[config.mk]
export PLATFORM = sky130hd
export DESIGN_NAME = seq_serializer
export DESIGN_NICKNAME = d
export VERILOG_FILES = /design/src/rtl/seq_serializer_pkg.sv /design/src/rtl/seq_serializer.sv
export SDC_FILE = /design/constraint.sdc
export NUM_CORES = 1
export LEC_CHECK = 0
export ABC_CLOCK_PERIOD_IN_PS = 5100
export CAP_MARGIN = 25
export CORE_ASPECT_RATIO = 0.9
export CORE_MARGIN = 3
export CORE_UTILIZATION = 47
export DETAILED_ROUTE_END_ITERATION = 12
export PLACE_DENSITY = 0.71
export SLEW_MARGIN = 20
export SYNTH_ARGS = -nofsm -noshare
export SYNTH_HDL_FRONTEND = slang
export SYNTH_SLANG_ARGS = --single-unit
[constraint.sdc]
create_clock -name clk -period 5.1 [get_ports clk]
set_input_delay 1.02 -clock clk [delete_from_list [all_inputs] [get_ports clk]]
set_output_delay 1.02 -clock clk [all_outputs]
set_load 0.05 [all_outputs]
[src/rtl/seq_serializer_pkg.sv]
// Shared definitions for the sequence-detector slice: FSM state encoding
// and the default pattern width used by both serializer and detector.
package seq_serializer_pkg;

    localparam int DEFAULT_WIDTH = 28;

    typedef enum logic [1:0] {
        IDLE  = 2'd0,
        SHIFT = 2'd1,
        DONE  = 2'd2
    } state_t;

endpackage

[src/rtl/seq_serializer.sv]
// Loads a variable-length pattern and streams it MSB-first, one bit per
// clock, to the downstream sequence detector; pulses done after the last bit.
module seq_serializer
    import seq_serializer_pkg::*;
#(
    parameter int WIDTH = DEFAULT_WIDTH,
    parameter int CNT_W = $clog2(WIDTH + 1)
) (
    input  logic             clk,
    input  logic             rst,
    input  logic             load_valid,
    output logic             load_ready,
    input  logic [WIDTH-1:0] load_data,
    input  logic [CNT_W-1:0] load_len,
    output logic             x,
    output logic             x_valid,
    output logic             busy,
    output logic             done
);

    localparam logic [CNT_W-1:0] WIDTH_C = CNT_W'(WIDTH);

    state_t           state_reg;
    logic [WIDTH-1:0] shift_reg;
    logic [CNT_W-1:0] cnt_reg;

    logic [CNT_W-1:0] eff_len;
    logic [WIDTH-1:0] aligned;

    // Left-justify the active field so the shifter always emits from the MSB.
    always_comb begin
        eff_len = load_len;
        if (load_len == '0 || load_len > WIDTH_C) begin
            eff_len = WIDTH_C;
        end
        aligned = load_data << (WIDTH_C - eff_len);
    end

    always_ff @(posedge clk or negedge rst) begin
        if (!rst) begin
            state_reg  <= IDLE;
            shift_reg  <= '0;
            cnt_reg    <= '0;
            x          <= 1'b0;
            x_valid    <= 1'b0;
            busy       <= 1'b0;
            done       <= 1'b0;
            load_ready <= 1'b1;
        end else begin
            case (state_reg)
                IDLE: begin
                    if (load_valid) begin
                        // First bit goes straight to x so it appears the cycle after transfer.
                        x          <= aligned[WIDTH-1];
                        shift_reg  <= aligned << 1;
                        cnt_reg    <= eff_len - CNT_W'(1);
                        x_valid    <= 1'b1;
                        busy       <= 1'b1;
                        load_ready <= 1'b0;
                        state_reg  <= SHIFT;
                    end
                end
                SHIFT: begin
                    if (cnt_reg == '0) begin
                        x         <= 1'b0;
                        x_valid   <= 1'b0;
                        busy      <= 1'b0;
                        done      <= 1'b1;
                        state_reg <= DONE;
                    end else begin
                        x         <= shift_reg[WIDTH-1];
                        shift_reg <= shift_reg << 1;
                        cnt_reg   <= cnt_reg - CNT_W'(1);
                    end
                end
                DONE: begin
                    done       <= 1'b0;
                    load_ready <= 1'b1;
                    state_reg  <= IDLE;
                end
                default: begin
                    x          <= 1'b0;
                    x_valid    <= 1'b0;
                    busy       <= 1'b0;
                    done       <= 1'b0;
                    load_ready <= 1'b1;
                    state_reg  <= IDLE;
                end
            endcase
        end
    end

endmodule

-- Word level (Yosys, flattened, before mapping)
Index checks and enable logic that the tools add are counted.
Widths: inputs -> output; s select.
- register bits: 39
- bits of input ports: 36
- word-level logic and storage cells: 51
- add/subtract/negate cells: 3
- order comparisons: 1
- equality and inequality tests: 5
- shifts and indexed selects: 1
- muxes and demuxes: 20
- bitwise operators: 3
- reductions and logical operators: 11
- operator list (kind ; number):
    $mux 28 ; 2
    $pmux 28 s2 ; 1
    $shl 28x5->28 ; 1
    $mux 5 ; 3
    $logic_not 5->1 ; 2
    $pmux 5 s2 ; 1
    $sub 5x1->5 const B ; 2
    $reduce_and 2->1 ; 4
    $mux 1 ; 6
    $ne 2x2->1 const B ; 3
    $pmux 1 s3 ; 2
    $reduce_and 3->1 ; 2
    $gt 5x5->1 const B ; 1
    $sub 5x5->5 const A ; 1
    $mux 2 ; 2
    $pmux 1 s2 ; 2
    $pmux 2 s2 ; 1
    $not 1->1 ; 3
    $eq 2x1->1 const B ; 1
    $eq 2x2->1 const B ; 1
    $logic_not 2->1 ; 1
    $reduce_bool 2->1 ; 1
    $logic_or 1x1->1 ; 1

-- Depth between registers and ports, before layout
- depth after elaboration: 7
- depth in mapped cells: 16

-- Least setup slack after synthesis
No wires, ideal clock.
- path kind: input-to-reg
- start: input port load_len[4]
- end: register shift_reg[7]
- setup time: 126 ps
- arrival time: 3582 ps
- data required time: 4974 ps
- setup slack: 1392 ps
- stages on the path: 13
- path buffers: 6
- cell sequence: buf_4 > nand3_2 > and2_1 > buf_6 > inv_4 > buf_6 > ha_1 > buf_2 > buf_1 > clkbuf_1 > mux4_2 > a221oi_1 > nor2_1
- word-level cells in the longest chain between the ends: 7
- elaborated cells between the ends (all ways): 8
- those cells by class: add/sub (1); order compare (1); shift (1); mux (3); reduce/logical (2)
- ends and longest elaborated chain (what ; line ; text):
    from (decl) ; seq_serializer.sv:14 ; input logic [CNT_W-1:0] load_len,
    $gt 5x5->1 or $logic_not 5->1 (tied branches) ; seq_serializer.sv:33 ; if (load_len == '0 || load_len > WIDTH_C) begin
    $logic_or 1x1->1 ; seq_serializer.sv:33 ;
    $mux 5 (*) ; seq_serializer.sv:33 ;
    $sub 5x5->5 (*) ; seq_serializer.sv:36 ; aligned = load_data << (WIDTH_C - eff_len);
    $shl 28x5->28 (*) ; seq_serializer.sv:36 ;
    $mux 28 (*) ; seq_serializer.sv:52 ; if (load_valid) begin
    $pmux 28 s2 (*) ; seq_serializer.sv:50 ; case (state_reg)
    to (signal assigned) ; seq_serializer.sv:55 ; shift_reg <= aligned << 1;
    to (signal assigned) ; seq_serializer.sv:72 ; shift_reg <= shift_reg << 1;
    to (decl) ; seq_serializer.sv:24 ; logic [WIDTH-1:0] shift_reg;
Mark *: on every way between the ends. The rest lies on a longest branch, timed or not. The select of a mux whose other input is x is not followed.
A chain may end at the register's enable or synchronous reset.

-- Worst setup path after layout
- start: input port load_len[3]
- end: register shift_reg[24]
Same word-level chain as after synthesis.

==> flow_results.xml <==
<?xml version="1.0" encoding="UTF-8"?>
<metrics>
  <group name="status">
    <metric name="run_status" unit="">completed</metric>
  </group>
  <group name="sta">
    <metric name="timing_max_transition_violations_final" unit="">0</metric>
    <metric name="rsz_0062_raised_after_global_routing" unit="">false</metric>
    <metric name="tns" unit="ns">0</metric>
    <metric name="maximum_operating_frequency" unit="MHz">250</metric>
    <metric name="timing.final.setup_violations" unit="">0</metric>
    <metric name="final.min_clock_period" unit="ns">3.99</metric>
    <metric name="worst_slew_pin_slew" unit="ns">0.869</metric>
    <metric name="finClkSkew" unit="ns">0.00948</metric>
    <metric name="report.final.hold_viol_count" unit="">0</metric>
    <metric name="period_share" unit="">0.783</metric>
    <metric name="slew-limit-headroom" unit="">0.421</metric>
  </group>
  <group name="setup_path">
    <metric name="cp.arrival" unit="ns">4.17</metric>
    <metric name="endpoint_kind" unit="">flip-flop</metric>
    <metric name="timing.critical_path.fanout_max" unit="">30</metric>
    <metric name="crit_chain" unit="">clkdlybuf4s50_1, buf_4, and3_1, o211ai_1, o21ai_0, mux2i_1, a221oi_1, o21ai_0</metric>
    <metric name="cp.required" unit="ns">5.27</metric>
    <metric name="worstSetupStartpointType" unit="">input pin</metric>
    <metric name="crit_family" unit="">compound AO/OA/AOI/OAI gates</metric>
    <metric name="crit_top_cell" unit="">o21ai_0</metric>
    <metric name="reg2reg_slack" unit="ns">2.51</metric>
    <metric name="critPathMaxStageDelay" unit="ns">0.68</metric>
    <metric name="path_buf_inv" unit="">2</metric>
    <metric name="worst-setup-path-type" unit="">input pin to flip-flop</metric>
    <metric name="timing.critical_path.slowest_stage_cell" unit="">and3_1</metric>
  </group>
  <group name="detailed_routing">
    <metric name="wl_per_cell" unit="um">20.9</metric>
    <metric name="ant_nets" unit="">0</metric>
    <metric name="routed-via-count" unit="">4044</metric>
    <metric name="routed_wl" unit="um">12000</metric>
    <metric name="drt_drc" unit="">0</metric>
    <metric name="detail_route.iter0.violations" unit="">521</metric>
    <metric name="detailedRoute.firstPassIterationCount" unit="">6</metric>
    <metric name="viasPerCell" unit="">7.02</metric>
  </group>
  <group name="power_and_ir_drop">
    <metric name="leakage_power_figure" unit="nW">1.73</metric>
    <metric name="totalPowerFinal" unit="mW">1.88</metric>
    <metric name="powerDensity" unit="nW/um2">434</metric>
    <metric name="power.ir.vdd_worst" unit="V">0.000258</metric>
  </group>
  <group name="floorplan">
    <metric name="io_pins" unit="">41</metric>
    <metric name="placementRows" unit="">30</metric>
    <metric name="initial_utilization" unit="">0.498</metric>
    <metric name="core_area" unit="um2">7730</metric>
    <metric name="dieHeight" unit="um">91.9</metric>
    <metric name="die_area" unit="um2">9310</metric>
    <metric name="die_w" unit="um">101</metric>
  </group>
  <group name="placement">
    <metric name="post_dp_cell_area" unit="um2">4230</metric>
    <metric name="place_congestion" unit="">0.974</metric>
    <metric name="portBuffers" unit="">40</metric>
    <metric name="place.detailed.hpwl" unit="um">8640</metric>
  </group>
  <group name="logic_synthesis">
    <metric name="warnings_synthesis" unit="">0</metric>
    <metric name="synth_ff_type" unit="">dfrtp_1</metric>
    <metric name="ys_top_cells_by_count" unit="">49 x nand2_1, 43 x nor2_1, 37 x dfrtp_1</metric>
    <metric name="synth_enable_flop_cells" unit="">0</metric>
    <metric name="postSynthNetCount" unit="">499</metric>
    <metric name="post_synth_num_cell_types" unit="">67</metric>
    <metric name="yosys.cell_count.top_type" unit="">nand2_1</metric>
    <metric name="synthDominantAreaCellType" unit="">dfrtp_1</metric>
    <metric name="synth_area_per_cell" unit="um2">8.35</metric>
    <metric name="synth.top_cells.by_area" unit="">dfrtp_1 24%, mux4_2 8.8%, mux2i_1 6.5%, nand2_1 4.8%, nor2_1 4.2%</metric>
    <metric name="synth.cell_area" unit="um2">3850</metric>
    <metric name="post-synth-top-area-fraction" unit="">0.240</metric>
    <metric name="count_of_mapped_cells_out_of_synthesis" unit="">461</metric>
    <metric name="async_reset_ff_frac" unit="">1.00</metric>
    <metric name="synth.yosys.seq_area_share" unit="">0.247</metric>
    <metric name="postSynthRegisterBits" unit="">38</metric>
  </group>
  <group name="layout">
    <metric name="largest_register_ffs" unit="">27</metric>
    <metric name="utilization" unit="">0.559</metric>
    <metric name="final_area" unit="um2">4320</metric>
    <metric name="antennaDiodeCount" unit="">0</metric>
    <metric name="drive_gt1_frac" unit="">0.110</metric>
    <metric name="flow.area_growth_from_synthesis" unit="%">12.3</metric>
    <metric name="num-nets-final" unit="">517</metric>
  </group>
  <group name="global_route">
    <metric name="pin_count_of_the_biggest_net_entering_global_routing" unit="">42</metric>
    <metric name="number_of_global_route_vias_before_repair" unit="">3719</metric>
    <metric name="gr-usage-all-layers" unit="">0.260</metric>
    <metric name="grt_antenna_before_repair" unit="">0</metric>
    <metric name="global_route_wire_length_before_repair" unit="um">19400</metric>
    <metric name="grt_overflow" unit="">0</metric>
  </group>
  <group name="clock_network">
    <metric name="number_of_gates_resized_after_cts" unit="">0</metric>
    <metric name="cts.clk_slew.worst_paths" unit="ns">0.09</metric>
    <metric name="cts-buffers-inserted" unit="">5</metric>
    <metric name="clock_tree.root_cell" unit="">clkbuf_8</metric>
    <metric name="clockBufferDepth" unit="">2</metric>
    <metric name="tritoncts" unit="">built</metric>
    <metric name="h-tree-depth" unit="">2</metric>
    <metric name="number_of_buffers_inserted_by_post_cts_setup_repair" unit="">0</metric>
    <metric name="clock_insertion_delay_worst_skew" unit="ns">0.30</metric>
    <metric name="cts_sinks" unit="">38</metric>
    <metric name="cts_hold_buf" unit="">0</metric>
  </group>
  <group name="flow_run">
    <metric name="drv_cap" unit="">0</metric>
  </group>
  <group name="hold_path">
    <metric name="hp-class" unit="">flip-flop to flip-flop</metric>
  </group>
</metrics>
-- per-layer routing --
layer | track usage | vias up | wire length, um
li1 | - | 1795 | -
met1 | 0.379 | 1941 | 4970
met2 | 0.393 | 259 | 5410
met3 | 0.0464 | 49 | 1260
met4 | 0.0764 | 0 | 395
met5 | 0 | - | 0
-- report_power, final --
| part | total [mW] | switching (mW) | internal [mW] | leakage, nW |
|---|---|---|---|---|
| clock | 0.225 | 0.116 | 0.109 | 0.0472 |
| sequential | 0.547 | 0.0990 | 0.448 | 0.469 |
| combinational | 1.10 | 0.655 | 0.450 | 1.21 |
| total | 1.88 | 0.870 | 1.01 | 1.73 |
-- metrics by stage --
step,std cells,worst slack [ns],hold WS [ns]
6_report,576,1.11,0.461
5_1_grt,576,0.845,0.486
4_1_cts,576,1.17,0.465
3_5_place_dp,568,0.883,0.452
3_3_place_gp,568,0.959,0.447
2_1_floorplan,461,1.39,0.449
-- cell usage in the layout (no fill, tap or decap), drive strengths merged, types with 6 or more instances in the layout --
| master | count |
|---|---|
| a211oi | 6 |
| inv | 10 |
| nand3 | 15 |
| and3 | 6 |
| o21ai | 29 |
| mux2 | 6 |
| clkbuf | 6 |
| dfrtp | 37 |
| nor2 | 44 |
| clkdlybuf4s50 | 39 |
| mux2i | 25 |
| a21oi | 22 |
| nand2 | 50 |
| mux4 | 17 |
| o221ai | 7 |
| nand2b | 18 |
| o211ai | 17 |
| nor3 | 7 |
| nand4 | 17 |
| nor4 | 7 |
| nor2b | 6 |
| buf | 12 |
| a221oi | 8 |
| and2 | 7 |
-- worst paths after layout --
check | to | start | cells after the start
max in group asynchronous | shift_reg[26] | rst | 1
setup / recovery | shift_reg[24] | load_len[3] | 8
hold reg to reg | load_ready | load_ready | 2
hold / removal | load_ready | load_ready | 2
min in group asynchronous | shift_reg[18] | rst | 1
setup reg to reg | shift_reg[24] | state_reg[0] | 6
-- cell families after synthesis --
group	Yosys count	synth area share
XOR/XNOR	2	0.00455
AND/OR/NAND/NOR	189	0.250
AO/OA/AOI/OAI	132	0.241
adder cells (fa/ha/maj)	2	0.00650
buffers and inverters	50	0.0673
multiplexers	48	0.184
flip-flops	38	0.247
-- worst min-delay path, stage by stage (launching register included) --
cell	delay, ns
dfstp_2	0.37
nand2_1	0.05
nand2_1	0.04
-- layout make-up --
type                    instances  area [um2]
inverters                      10        40.0
clock buffers                   6        82.6
well taps                      96         120
fillers                       719        3410
repair buffers                 51         478
flip-flops and latches         38         952
clock inverters                 2        12.5
multi-input cells             373        2640
Power figures use the tool's default switching activity.
==> RTL change 1: new RTL, same settings <==
The package constant `DEFAULT_WIDTH` goes from 28 to 14.
--- a/src/rtl/seq_serializer_pkg.sv
+++ b/src/rtl/seq_serializer_pkg.sv
@@ -3,5 +3,5 @@
 package seq_serializer_pkg;
 
-    localparam int DEFAULT_WIDTH = 28;
+    localparam int DEFAULT_WIDTH = 14;
 
     typedef enum logic [1:0] {
Ports: changed (resized load_data and load_len); port bits go from 41 to 26. The function was not compared with the original's and may differ.
==> RTL change 1 against the original RTL <==
  * Via count is 52% lower
  * Sequential cell count is 15 lower
  * Total power is 46% lower
  * Clock power is 50% lower
  * Worst setup slack worse by 0.18 ns
  * Clock skew is 0.0044 ns lower
  * Synthesized cell count is 48% lower
  * Synthesized area is 49% lower
  * Cell area is 48% lower
  * Routed wire length is 56% lower
  * Largest cell class unchanged
==> RTL change 1: results (changes against the original RTL) <==
Most used DFF post-synth dfrtp_1 (unchanged); R2R setup slack 3.01 ns (was 2.51 ns); via-per-instance ratio 6.462 (was 7.021); vias in the first global route 1731 (was 3719); largest net degree at the start of global routing 24 (was 42); post-synthesis net count 261 (was 499); Hold Path Stages 2 (unchanged); R2R cell count 5 (was 6); Worst-Skew Late Latency 0.27 ns (was 0.30 ns); Hold Path Class flip-flop to flip-flop (unchanged); Yosys cell types 54 (was 67); Final HPWL DP 4036 um (was 8639 um); Post-CTS Setup Bufs 0 (unchanged); DRT Pass-1 Iters 5 (was 6); routed length per instance 17.66 um (was 20.89 um); Multi-input gate area 0.001265 mm^2 (was 0.002639 mm^2); share of cells above drive strength 1 10.67% (was 11.04%); commonest cells in the netlist nand2_1, dfrtp_1, nor2_1 (was nand2_1, nor2_1, dfrtp_1); Slew @ Worst Pin 0.7690 ns (was 0.8688 ns); max FFs per register 13 (was 27); nets 277 (was 517); Synth Area in Adders 1.275% (was 0.6500%); drt first-iter violations 243 (was 521); Routability Congestion 0.9051 (was 0.9737); reg2reg end shift_reg[5]$_DFFE_PN0P_ (was shift_reg[24]$_DFFE_PN0P_); WHS 0.4865 ns (was 0.4606 ns); worst slack, placed 0.6779 ns (was 0.8827 ns); clock buffer depth 2 (unchanged); CP Data Arrival Time 4.33 ns (was 4.17 ns); DP Area 0.002221 mm^2 (was 0.004229 mm^2); reg2reg start state_reg[1]$_DFFE_PN0P_ (was state_reg[0]$_DFFE_PN0P_); number of fill cells in the layout 351 (was 719); Placed Cells 295 (was 568); post-CTS sizing 0 (unchanged); wire length of the first global-routing pass 8700 um (was 19400 um); total length of routed wires 5279 um (was 12030 um); Yosys warnings 0 (unchanged); Post-Synth XOR/XNOR Area 0.8923% (was 0.4550%); status completed (unchanged); Synth top area share 28.04% (was 24.05%); Synth Area in Compound Gates 27.79% (was 24.05%); worst vdd ir 0.2367 mV (was 0.2582 mV); Root Buffer Master clkbuf_8 (unchanged); CTS buffer count 3 (was 5); mux share of post-synthesis cell area 10.13% (was 18.39%); hold endpoint shift_reg[4]$_DFFE_PN0P_ (was load_ready$_DFFE_PN1P_); port buffer count 25 (was 40); # diodes 0 (unchanged); Mapped Avg Cell Area 8.248 um^2 (was 8.351 um^2); gr usage total 22.46% (was 26.05%); Crit Path Max Fanout 18 (was 30); post-synthesis sequential area ratio 29.38% (was 24.73%); CTS H-tree depth 1 (was 2); Lkg Pwr 0.8896 nW (was 1.730 nW); largest cells by area after synthesis dfrtp_1, nand2_1, o211ai_1, mux4_2, nor2_1 (was dfrtp_1, mux4_2, mux2i_1, nand2_1, nor2_1); fin crit period 4.175 ns (was 3.995 ns); clk_skew 0.005103 ns (was 0.009478 ns); initial antenna violation count 0 (unchanged); HP Start shift_reg[4]$_DFFE_PN0P_ (was load_ready$_DFFE_PN1P_)
-- RTL change 1: changes by cell type after synthesis, sizes merged, moves of 10 or more --
| cell | before | now |
|---|---|---|
| dfrtp | 37 | 22 |
| mux4 | 17 | 4 |
| a21oi | 22 | 9 |
| buf | 23 | 7 |
| nand2 | 50 | 29 |
| nor2 | 44 | 21 |
| mux2i | 25 | 6 |
| nand3 | 15 | 5 |
| o21ai | 29 | 13 |
-- RTL change 1: worst max path at each step --
stage                     start       endpoint  slack [ns]
floorplan           load_len[0]  x$_DFFE_PN0P_        1.30
global placement    load_len[3]  x$_DFFE_PN0P_        0.79
detailed placement  load_len[3]  x$_DFFE_PN0P_        0.68
CTS                 load_len[3]  x$_DFFE_PN0P_        0.97
global route        load_len[3]  x$_DFFE_PN0P_        0.68
finish              load_len[3]  x$_DFFE_PN0P_        0.93
-- RTL change 1: layer usage --
| metal | global-route usage (%) | wire (um) |
|---|---|---|
| met4 | 4.072 | 59 |
| met5 | 0 | 0 |
| met1 | 34.71 | 2449 |
| met2 | 32.63 | 2342 |
| met3 | 4.018 | 427 |
-- RTL change 1: where the power goes --
group	internal, W	total (W)	switching [W]
Clock	0.0000546	0.000112	0.0000579
Combinational	0.000237	0.000581	0.000344
Sequential	0.000264	0.000315	0.0000515
Total	0.000556	0.00101	0.000453
-- RTL change 1: critical path, stage by stage --
cell and delay, ns:
clkdlybuf4s50_1 0.45, buf_4 0.20, nand3_1 0.23, nand2_1 0.30
inv_1 0.18, ha_1 0.29, or2_2 0.30, o211a_1 0.43
mux2_4 0.40, a221o_1 0.29, a41o_1 0.23
-- RTL change 1: layout make-up --
cell class	count	share of cell area [%]
inverter	5	0.8296
sequential	23	25.50
tap	46	2.544
clock inverter	1	0.2212
timing repair buffer	32	13.16
multi-input combinational	189	55.92
clock buffer	3	1.825
==> RTL change 2: new RTL, config.mk and constraints unchanged <==
Without the edit above. The 3 states of `state_t` get a one-hot encoding in 3 bits.
--- a/src/rtl/seq_serializer_pkg.sv
+++ b/src/rtl/seq_serializer_pkg.sv
@@ -5,8 +5,8 @@
     localparam int DEFAULT_WIDTH = 28;
 
-    typedef enum logic [1:0] {
-        IDLE  = 2'd0,
-        SHIFT = 2'd1,
-        DONE  = 2'd2
+    typedef enum logic [2:0] {
+        IDLE  = 3'b001,
+        SHIFT = 3'b010,
+        DONE  = 3'b100
     } state_t;
 
Function: same outputs for any inputs over 10 cycles, from zero or initial values and one cycle with rst low; not proved beyond that.
==> RTL change 2 against the original RTL <==
  * Core utilization rose by 0.71 points
  * Sequential cell count rose by 1
  * Sequential share of layout area barely moved
  * Worst setup slack got worse by 0.18 ns
  * Synthesized cell count rose by 2.2%
  * Total power fell by 8.2%
  * Maximum frequency fell by 4.3%
  * First-iteration DRC count fell by 40%
  * Routed wire length rose by 5.4%
  * Synthesized area rose by 2.1%
  * Cell area rose by 2.7%
  * Die area rose by 2.0%
==> RTL change 2: results (changes against the original RTL) <==
status completed (unchanged); gr usage total 27.83% (was 26.05%); Final HPWL DP 9506 um (was 8639 um); R2R cell count 8 (was 6); Synth Area in Compound Gates 28.21% (was 24.05%); grt met1 use 39.39% (was 37.91%); via-per-instance ratio 6.954 (was 7.021); Post-Synth XOR/XNOR Area 0.6686% (was 0.4550%); Sw Ratio 44.78% (was 46.37%); Slowest cell on crit path ha_1 (was and3_1); CP Data Arrival Time 4.34 ns (was 4.17 ns); GR Util met3 6.024% (was 4.639%); drt first-iter violations 315 (was 521); R2R setup slack 2.50 ns (was 2.51 ns); number of fill cells in the layout 732 (was 719); vias in the first global route 3873 (was 3719); DRT Pass-1 Iters 5 (was 6); reg2reg start state_reg[2]$_DFFE_PN0P_ (was state_reg[0]$_DFFE_PN0P_); Crit Path Max Fanout 16 (was 30); share of cells above drive strength 1 11.86% (was 11.04%); worst vdd ir 0.2358 mV (was 0.2582 mV); clk_skew 0.009952 ns (was 0.009478 ns); DR WL met3 1105 um (was 1259 um); length of routed wiring on met1 5493 um (was 4966 um); Yosys cell types 72 (was 67); routed length per instance 21.69 um (was 20.89 um); HP Start shift_reg[4]$_DFFE_PN0P_ (was load_ready$_DFFE_PN1P_); Synth Area in Adders 0.6367% (was 0.6500%); final worst slack 0.9248 ns (was 1.105 ns); clk pwr 0.000230 W (was 0.000225 W); Routability Congestion 0.9611 (was 0.9737); mux share of post-synthesis cell area 17.41% (was 18.39%); post-synthesis net count 509 (was 499); worst slack, placed 0.7084 ns (was 0.8827 ns); met2 usage 42.59% (was 39.32%); end point of the critical path shift_reg[27]$_DFFE_PN0P_ (was shift_reg[24]$_DFFE_PN0P_); largest net degree at the start of global routing 40 (was 42); hold endpoint shift_reg[4]$_DFFE_PN0P_ (was load_ready$_DFFE_PN1P_); max_slew headroom 26.91% (was 42.08%); largest cells by area after synthesis dfrtp_1, mux4_2, mux2i_1, a21oi_1, nand2_1 (was dfrtp_1, mux4_2, mux2i_1, nand2_1, nor2_1); commonest cells in the netlist nand2_1, dfrtp_1, a21oi_1, nor2_1, mux2i_1 (was nand2_1, nor2_1, dfrtp_1); post-synthesis sequential area ratio 24.90% (was 24.73%)
RTL change 2: through the flow:
step / std cells / area, um^2 / hold slack [ns] / utilization [%]
6_report: 585 / 4443 / 0.4872 / 56.63
5_1_grt: 585 / 4443 / 0.5171 / 56.63
4_1_cts: 585 / 4443 / 0.4927 / 56.63
3_5_place_dp: 577 / 4343 / 0.4748 / 55.36
3_3_place_gp: 577 / 4343 / 0.4671 / 55.36
2_1_floorplan: 471 / 3930 / 0.4447 / -
RTL change 2: layout make-up:
cell class	instances	share of cell area, %
sequential	39	22.02
multi-input combinational	381	61.14
inverter	7	0.6195
tap	96	2.703
clock buffer	8	2.253
timing repair buffer	54	11.26
RTL change 2: critical path: cells and delay by family:
| family | cells | cell delay, ns |
|---|---|---|
| fa+ha+maj | 1 | 0.69 |
| simple gates | 2 | 0.37 |
| buf+inv | 3 | 0.92 |
| compound gates | 4 | 1.32 |
